[src/rtl/led_ctrl_pkg.sv]
// Mode codes, state encoding and pattern constants shared by the LED pattern controller and the UART master decode.
package led_ctrl_pkg;

  localparam logic [2:0] MODE_IDLE   = 3'd0;
  localparam logic [2:0] MODE_STATIC = 3'd1;
  localparam logic [2:0] MODE_BLINK  = 3'd2;
  localparam logic [2:0] MODE_ROTATE = 3'd3;
  localparam logic [2:0] MODE_COUNT  = 3'd4;

  localparam logic [3:0] ROTATE_SEED = 4'b0001;

  // State values equal the mode codes so the active mode can be reported straight from the state register.
  typedef enum logic [2:0] {
    ST_IDLE   = 3'd0,
    ST_STATIC = 3'd1,
    ST_BLINK  = 3'd2,
    ST_ROTATE = 3'd3,
    ST_COUNT  = 3'd4
  } led_state_t;

  function automatic logic mode_is_valid(input logic [2:0] mode);
    return (mode >= MODE_STATIC) && (mode <= MODE_COUNT);
  endfunction

endpackage

[src/rtl/led_tick_gen.sv]
// Base-rate prescaler: counts 0..DIV-1 while enabled and flags the last count as a tick.
module led_tick_gen #(
  parameter int CLK_HZ  = 100_000_000,
  parameter int TICK_HZ = 10
) (
  input  logic clk,
  input  logic rst,
  input  logic i_clear,
  input  logic i_enable,
  output logic o_tick
);

  localparam int DIV = CLK_HZ / TICK_HZ;
  localparam int CW  = (DIV > 2) ? $clog2(DIV) : 1;
  localparam logic [CW-1:0] LAST = CW'(DIV - 1);

  if ((DIV < 2) || ((CLK_HZ % TICK_HZ) != 0)) begin : g_bad_div
    $error("led_tick_gen: CLK_HZ/TICK_HZ must be an integer >= 2");
  end

  logic [CW-1:0] cnt;

  always_ff @(posedge clk or posedge rst) begin
    if (rst) begin
      cnt <= '0;
    end else if (i_clear || !i_enable || (cnt == LAST)) begin
      cnt <= '0;
    end else begin
      cnt <= cnt + CW'(1);
    end
  end

  assign o_tick = i_enable && (cnt == LAST);

endmodule

[src/rtl/led_pattern_controller.sv]
// Drives 4 LEDs with a static, blinking, rotating or counting pattern selected by strobed commands.
module led_pattern_controller
  import led_ctrl_pkg::*;
#(
  parameter int CLK_HZ  = 100_000_000,
  parameter int TICK_HZ = 10
) (
  input  logic       i_axi_aclk_100MHZ,
  input  logic       i_axi_rst,
  input  logic [2:0] i_mode,
  input  logic [3:0] i_data,
  input  logic       i_data_valid,
  output logic [3:0] o_led,
  output logic [2:0] o_active_mode,
  output logic       o_cmd_err
);

  led_state_t state_q, state_d;
  logic [3:0] led_q, led_d;
  logic [3:0] data_q, data_d;
  logic [3:0] period_q, period_d;
  logic       err_q;
  logic       accept, reject, tick, timers_on;

  assign accept    = i_data_valid && mode_is_valid(i_mode);
  assign reject    = i_data_valid && !mode_is_valid(i_mode);
  assign timers_on = (state_q == ST_BLINK) || (state_q == ST_ROTATE) || (state_q == ST_COUNT);

  led_tick_gen #(
    .CLK_HZ (CLK_HZ),
    .TICK_HZ(TICK_HZ)
  ) u_tick (
    .clk     (i_axi_aclk_100MHZ),
    .rst     (i_axi_rst),
    .i_clear (accept),
    .i_enable(timers_on),
    .o_tick  (tick)
  );

  always_ff @(posedge i_axi_aclk_100MHZ or posedge i_axi_rst) begin
    if (i_axi_rst) state_q <= ST_IDLE;
    else           state_q <= state_d;
  end

  always_comb begin
    state_d = state_q;
    if (accept) state_d = led_state_t'(i_mode);
  end

  // A command on the same cycle as a step wins: the step is dropped and timers restart.
  always_comb begin
    led_d    = led_q;
    data_d   = data_q;
    period_d = period_q;
    if (accept) begin
      data_d   = i_data;
      period_d = 4'd0;
      case (i_mode)
        MODE_ROTATE: led_d = ROTATE_SEED;
        MODE_COUNT:  led_d = 4'h0;
        default:     led_d = i_data;
      endcase
    end else if (tick) begin
      if (period_q == data_q) begin
        period_d = 4'd0;
        case (state_q)
          ST_BLINK:  led_d = led_q ^ data_q;
          ST_ROTATE: led_d = {led_q[2:0], led_q[3]};
          ST_COUNT:  led_d = led_q + 4'd1;
          default:   led_d = led_q;
        endcase
      end else begin
        period_d = period_q + 4'd1;
      end
    end
  end

  always_ff @(posedge i_axi_aclk_100MHZ or posedge i_axi_rst) begin
    if (i_axi_rst) begin
      led_q    <= 4'h0;
      data_q   <= 4'h0;
      period_q <= 4'h0;
      err_q    <= 1'b0;
    end else begin
      led_q    <= led_d;
      data_q   <= data_d;
      period_q <= period_d;
      err_q    <= reject;
    end
  end

  assign o_led         = led_q;
  assign o_active_mode = state_q;
  assign o_cmd_err     = err_q;

endmodule
[config.mk]
export PLATFORM = sky130hd
export DESIGN_NAME = led_pattern_controller
export DESIGN_NICKNAME = d
export VERILOG_FILES = /design/src/rtl/led_ctrl_pkg.sv /design/src/rtl/led_tick_gen.sv /design/src/rtl/led_pattern_controller.sv
export SDC_FILE = /design/constraint.sdc
export NUM_CORES = 1
export LEC_CHECK = 0
export CORE_ASPECT_RATIO = 1.4
export CORE_MARGIN = 2
export CORE_UTILIZATION = 50
export CTS_BUF_LIST = sky130_fd_sc_hd__clkbuf_4 sky130_fd_sc_hd__clkbuf_8
export DETAILED_ROUTE_END_ITERATION = 16
export GPL_ROUTABILITY_DRIVEN = 0
export PLACE_DENSITY = 0.73
export SYNTH_ARGS = -nofsm -noshare
export SYNTH_HDL_FRONTEND = slang
export SYNTH_SLANG_ARGS = --single-unit
[constraint.sdc]
create_clock -name i_axi_aclk_100MHZ -period 2.6 [get_ports i_axi_aclk_100MHZ]
set_clock_uncertainty 0.15 [all_clocks]
set_input_delay 0.39 -clock i_axi_aclk_100MHZ [delete_from_list [all_inputs] [get_ports i_axi_aclk_100MHZ]]
set_output_delay 0.39 -clock i_axi_aclk_100MHZ [all_outputs]
set_load 0.02 [all_outputs]
Word-level counts from Yosys, hierarchy flattened
Cells that the tools add are included.

storage, ports and cells
  flip-flop bits (word level) = 40
  latch bits = 0
  RAM bits = 0
  bits in read-only memories = 0
  bits of input ports = 10
  output and inout port bits = 8
  logic and storage cells = 42
  memories = 0

cells by class
  add/sub/neg operators = 3
  multiply operators = 0
  div/mod/pow operators = 0
  magnitude comparators = 2
  equality and inequality tests = 7
  shift operators = 0
  muxes and demuxes = 9
  bitwise gates (word level) = 1
  reduce and logical (&&, ||, !) cells = 14

operators with widths
  operator                                                                             number
  24-bit by 1-bit adder with 24-bit output, second input constant                      1
  24-bit == test, second input constant                                                1
  24-bit two-way mux                                                                   1
  4-bit two-way mux                                                                    6
  4-bit case mux with 3 select lines                                                   1
  3-bit by 2-bit == test with 1-bit output, second input constant                      3
  4-bit by 1-bit adder with 4-bit output, second input constant                        2
  4-bit case mux with 2 select lines                                                   1
  3-bit == test, second input constant                                                 2
  4-bit == test                                                                        1
  1-bit logical AND                                                                    4
  1-bit logical OR                                                                     4
  2-bit nonzero test                                                                   2
  4-bit nonzero test                                                                   1
  4-bit XOR                                                                            1
  3-bit by 1-bit greater-or-equal comparator with 1-bit output, second input constant  1
  3-bit <= comparator, second input constant                                           1
  3-bit AND reduction                                                                  1
  1-bit zero test                                                                      2

Longest topological paths before layout
  depth after elaboration = 7
  gate-level depth with buffers = 8
  gate-level depth less buffers = 5

Modules after synthesis
From an unflattened synthesis, not the netlist that was laid out.

unflattened totals
  cells, all modules = 271
  area total of the unflattened synthesis = 2414.8 sq um

modules (own cells, without submodules)
  module                  times used  cells each  area an instance (sq um)  sequential area each (sq um)
  led_tick_gen            1           136         1262.5                    600.6
  led_pattern_controller  1           135         1152.4                    400.4

Least setup slack after synthesis
Ideal clock, no wire load.

  path type = flip-flop to flip-flop
  start point = register state_q[2], in the netlist o_active_mode[2]
  end point = register period_q[3]
  data arrival time = 2.322 ns
  required time = 2.372 ns
  slack = 0.050 ns
  cell stages (with the launch flop) = 8
  buffers on the path = 2
  clock period less this slack = 2.550 ns
  path through = dfrtp_1 > buf_4 > nor3b_1 > a21oi_1 > or4_4 > buf_6 > or4_1 > a21oi_1

between the ends
  longest elaborated chain between the ends = 5

RTL lines
  what                                      RTL line                      text
  from (decl)                               led_pattern_controller.sv:18  led_state_t state_q, state_d;
  from (signal assigned)                    led_pattern_controller.sv:42  else state_q <= state_d;
  3-bit by 2-bit == test with 1-bit output  led_pattern_controller.sv:27  assign timers_on = (state_q == ST_BLINK) || (state_q == ST_ROTATE) || (state_q == ST_COUNT);
  1-bit logical OR                          led_pattern_controller.sv:27
  1-bit logical OR (*)                      led_pattern_controller.sv:27
  1-bit logical AND (*)                     led_tick_gen.sv:33            assign o_tick = i_enable && (cnt == LAST);
  2-bit nonzero test (no source line) (*)   --
  to (signal assigned)                      led_pattern_controller.sv:87  period_q <= period_d;
  to (decl)                                 led_pattern_controller.sv:21  logic [3:0] period_q, period_d;

Every way passes the cells marked *; elsewhere a longest branch is shown, timed or not.
A chain may end at the register's enable or synchronous reset.

Worst setup path after layout
  start point = register u_tick.cnt[7]
  end point = register led_q[1], in the netlist o_led[1]

between the ends
  longest elaborated chain between the ends = 4

RTL lines
  what                                  RTL line                      text
  from (decl)                           led_tick_gen.sv:21            logic [CW-1:0] cnt;
  from (signal assigned)                led_tick_gen.sv:29            cnt <= cnt + CW'(1);
  24-bit == test                        led_tick_gen.sv:33
  1-bit logical AND                     led_tick_gen.sv:33
  2-bit nonzero test (no source line)   --
  3-bit AND reduction (no source line)  --
  to (signal assigned)                  led_pattern_controller.sv:85  led_q <= led_d;
  to (decl)                             led_pattern_controller.sv:19  logic [3:0] led_q, led_d;

Every way passes these cells.

==> metrics.csv <==
stage,metric,value,unit
layout,drive_gt1_frac,0.0881,
place,hpwlAfterDp,3160,um
layout,final_cell_area,0.00255,mm2
route,drt-initial-drc-count,107,
clock_network,clk_pin_slew_worst_paths,0.08,ns
logic_synthesis,syn-num-nets,248,
clock_network,ctsResizeCount,0,
route,ant_nets,0,
sta,worst_pin_slew,0.502,ns
logic_synthesis,avgSynthCellArea,9.30,um2
route,drcViolationCount,0,
power,ir_drop,0.000276,V
clock_network,clkSinkCount,40,
route,routed_wl,4370,um
sta,setup_tns,0,ns
floorplan,io_pins,18,
worst_setup_path,r2r_start,u_tick.cnt[7],
sta,post-route-period-util,0.953,
worst_setup_path,cpMaxStageDelayCell,or4_4,
floorplan,rows,28,
logic_synthesis,synthCells,235,
grt,overflow,0,
grt,grt_usage,0.196,
clock_network,cts_buffers,5,
logic_synthesis,yosysWarnings,0,
clock_network,clockRootBuffer,clkbuf_8,
layout,nNetsFinal,273,
power,p_sw_frac,0.322,
logic_synthesis,yosysSeqAreaShare,0.458,
power,leakage,1.11,nW
hold_path,holdCritStartpoint,u_tick.cnt[0],
worst_setup_path,path_max_fanout,9,
clock_network,cts_tree,yes,
route,drtPass1Iterations,4,
worst_setup_path,criticalPathCategory,register to register,
place,port_buffers,17,
place,pre_cts_slack,0.115,ns
worst_setup_path,crit_path_cell_trace,"or4b_4, or4_4, o21ai_2, mux2_2",
worst_setup_path,crit_required,2.63,ns
sta,min_period,2.48,ns
worst_setup_path,crit_family,simple AND/OR/NAND/NOR gates,
logic_synthesis,synth_edf_count,0,
route,wl_per_cell,14.3,um
layout,area_delta_synth_final,16.7,%
run_status,outcome,finished clean,
sta,slew_headroom,0.665,
flow_run,cap_violations,0,
power,power.share.clock,0.252,
layout,ff_latch_area,0.00100,mm2
sta,slew_viol_final,0,
floorplan,coreArea,0.00420,mm2
power,power_frac_seq,0.461,
power,power_density,651,mW/mm2
power,internal_power,1.13,mW
worst_setup_path,startpoint,u_tick.cnt[7],
layout,multiInputGateArea,0.00112,mm2
logic_synthesis,synthArstFlopShare,1.00,
logic_synthesis,yosys_register_bits,40,
power,comb_power_share,0.287,
grt,grt_pass1_vias,1598,
floorplan,fp.dieH,82.2,um
worst_setup_path,path_buf_inv,0,
logic_synthesis,synth_ff_type,dfrtp_1,
sta,rsz0062_at_grt,no,
sta,finalHoldViolCount,0,
grt,grt_pass1_wl,7240,um
route,vias,1704,
worst_setup_path,startpoint_type,register,
clock_network,cts.path.max_buffers,2,
worst_setup_path,cp_slowest_stage_delay,0.59,ns
sta,final.setup.worst_slack,0.122,ns
grt,grt_max_degree,41,
sta,fmax,404,MHz
logic_synthesis,yosysUniqueCellTypes,42,
layout,fill_cells,371,
clock_network,clock_latency,0.29,ns
floorplan,fp.dieW,59.9,um
floorplan,die-area,0.00492,mm2
grt,antenna_found_initial,0,
place,place_area,0.00246,mm2
power,netSwitchingPower,0.534,mW
hold_path,hold_class,register to register,
route,vias_per_cell,5.57,
worst_setup_path,worst_setup_path_end_kind,register,
layout,antenna_cells,0,
floorplan,start_util,0.520,
clock_network,cts_htree_levels,2,
worst_setup_path,crit_arrival,2.51,ns
clock_network,post_cts.repair.setup_buffers,0,
logic_synthesis,syn_area,0.00219,mm2
clock_network,hold_buffers,0,
sta,setup_viol,0,
[cells in the final DEF (no fill, tap or decap), types with 2 or more instances in the layout]
master            n
ha_1              3
nor2_1           30
nor3_1            6
nand2_1          32
nor2b_1           2
clkbuf_8          6
dfrtp_1          40
nand3_1          13
a221oi_1          2
mux2_1            3
and4_1            6
inv_1             4
nor4b_1           2
clkinv_2          2
buf_4            10
nand4_1           5
o21ai_0           7
xor2_1           25
xnor2_1           8
or3_1             2
clkdlybuf4s50_1  17
a21oi_1           9
and3_1            4
nor3b_1           2
o21ai_1           2
[worst register-to-register path, stage by stage, from the launching register on]
cell and delay (ns):
dfrtp_1 0.45, or4b_4 0.57, or4_4 0.59, o21ai_2 0.26, mux2_2 0.36
[synthesized netlist by cell type, drive strengths merged (2+ instances only)]
master / n / area share
nor2: 30 / 0.052
nor2b: 2 / 0.0057
and3: 4 / 0.011
or4: 2 / 0.0086
a221oi: 2 / 0.0080
nor4b: 2 / 0.0080
xor2: 25 / 0.10
nand2: 32 / 0.055
and4: 6 / 0.024
o21ai: 10 / 0.025
clkbuf: 8 / 0.014
mux2: 4 / 0.021
buf: 2 / 0.0086
dfrtp: 40 / 0.46
inv: 4 / 0.0069
a21oi: 9 / 0.021
nor3b: 2 / 0.0069
ha: 3 / 0.017
or3: 2 / 0.0057
nand4: 5 / 0.014
nor3: 6 / 0.014
and2: 2 / 0.0057
or4b: 2 / 0.011
nand3: 13 / 0.030
xnor2: 8 / 0.032
[per-stage QoR]
| step | cells | power, mW | hold slack, ns | util |
|---|---|---|---|---|
| 2_1_floorplan | 235 | 1.06 | 0.319 | - |
| 3_3_place_gp | 298 | 1.24 | 0.344 | 0.585 |
| 3_5_place_dp | 298 | 1.26 | 0.351 | 0.585 |
| 4_1_cts | 306 | 1.68 | 0.361 | 0.607 |
| 5_1_grt | 306 | 1.77 | 0.385 | 0.607 |
| 6_report | 306 | 1.66 | 0.356 | 0.607 |
[worst paths after layout]
check	depth (start not counted)	to	slack (ns)
max	4	o_led[1]	0.12
min	1	u_tick.cnt[0]	0.36
max reg2reg	4	o_led[1]	0.12
min reg2reg	1	u_tick.cnt[0]	0.36
max in group asynchronous	3	u_tick.cnt[7]	1.57
min in group asynchronous	3	u_tick.cnt[14]	0.37
[cell families (layout without fill, tap and decap cells)]
kind of cell / Yosys count / in the layout / synth area share
simple gates: 115 / 115 / 0.270
buf+inv: 14 / 40 / 0.0292
compound gates: 24 / 24 / 0.0641
mux: 5 / 5 / 0.0252
fa+ha+maj: 4 / 4 / 0.0218
flops: 40 / 40 / 0.458
xor+xnor: 33 / 33 / 0.132
[area by class of cell]
class / count / share of cell area
clock inverter: 2 / 0.00392
timing repair buffer: 28 / 0.104
inverter: 4 / 0.00589
sequential: 40 / 0.392
tap: 45 / 0.0221
multi-input combinational: 181 / 0.439
clock buffer: 6 / 0.0324
[flip-flops by register name (all words and copies together) (netlist names)]
signal and count:
period_q 4, u_tick.cnt 24, o_led 4, o_active_mode 3, data_q 4, o_cmd_err 1
[power by group through the flow]
stage	Clock (mW)	Sequential (mW)	Combinational [mW]
finish	0.419	0.766	0.476
global route	0.459	0.776	0.531
CTS	0.433	0.766	0.480
detailed placement	0	0.779	0.477
global placement	0	0.776	0.468
floorplan	0	0.808	0.253
[per-layer routing]
metal	vias up	routed length, um	global-route usage
met1	810	1810	0.216
li1	859	-	-
met2	25	2360	0.355
met5	-	0	0
met3	10	93	0.0374
met4	0	103	0.0911
(Power assumes the default switching activity.)
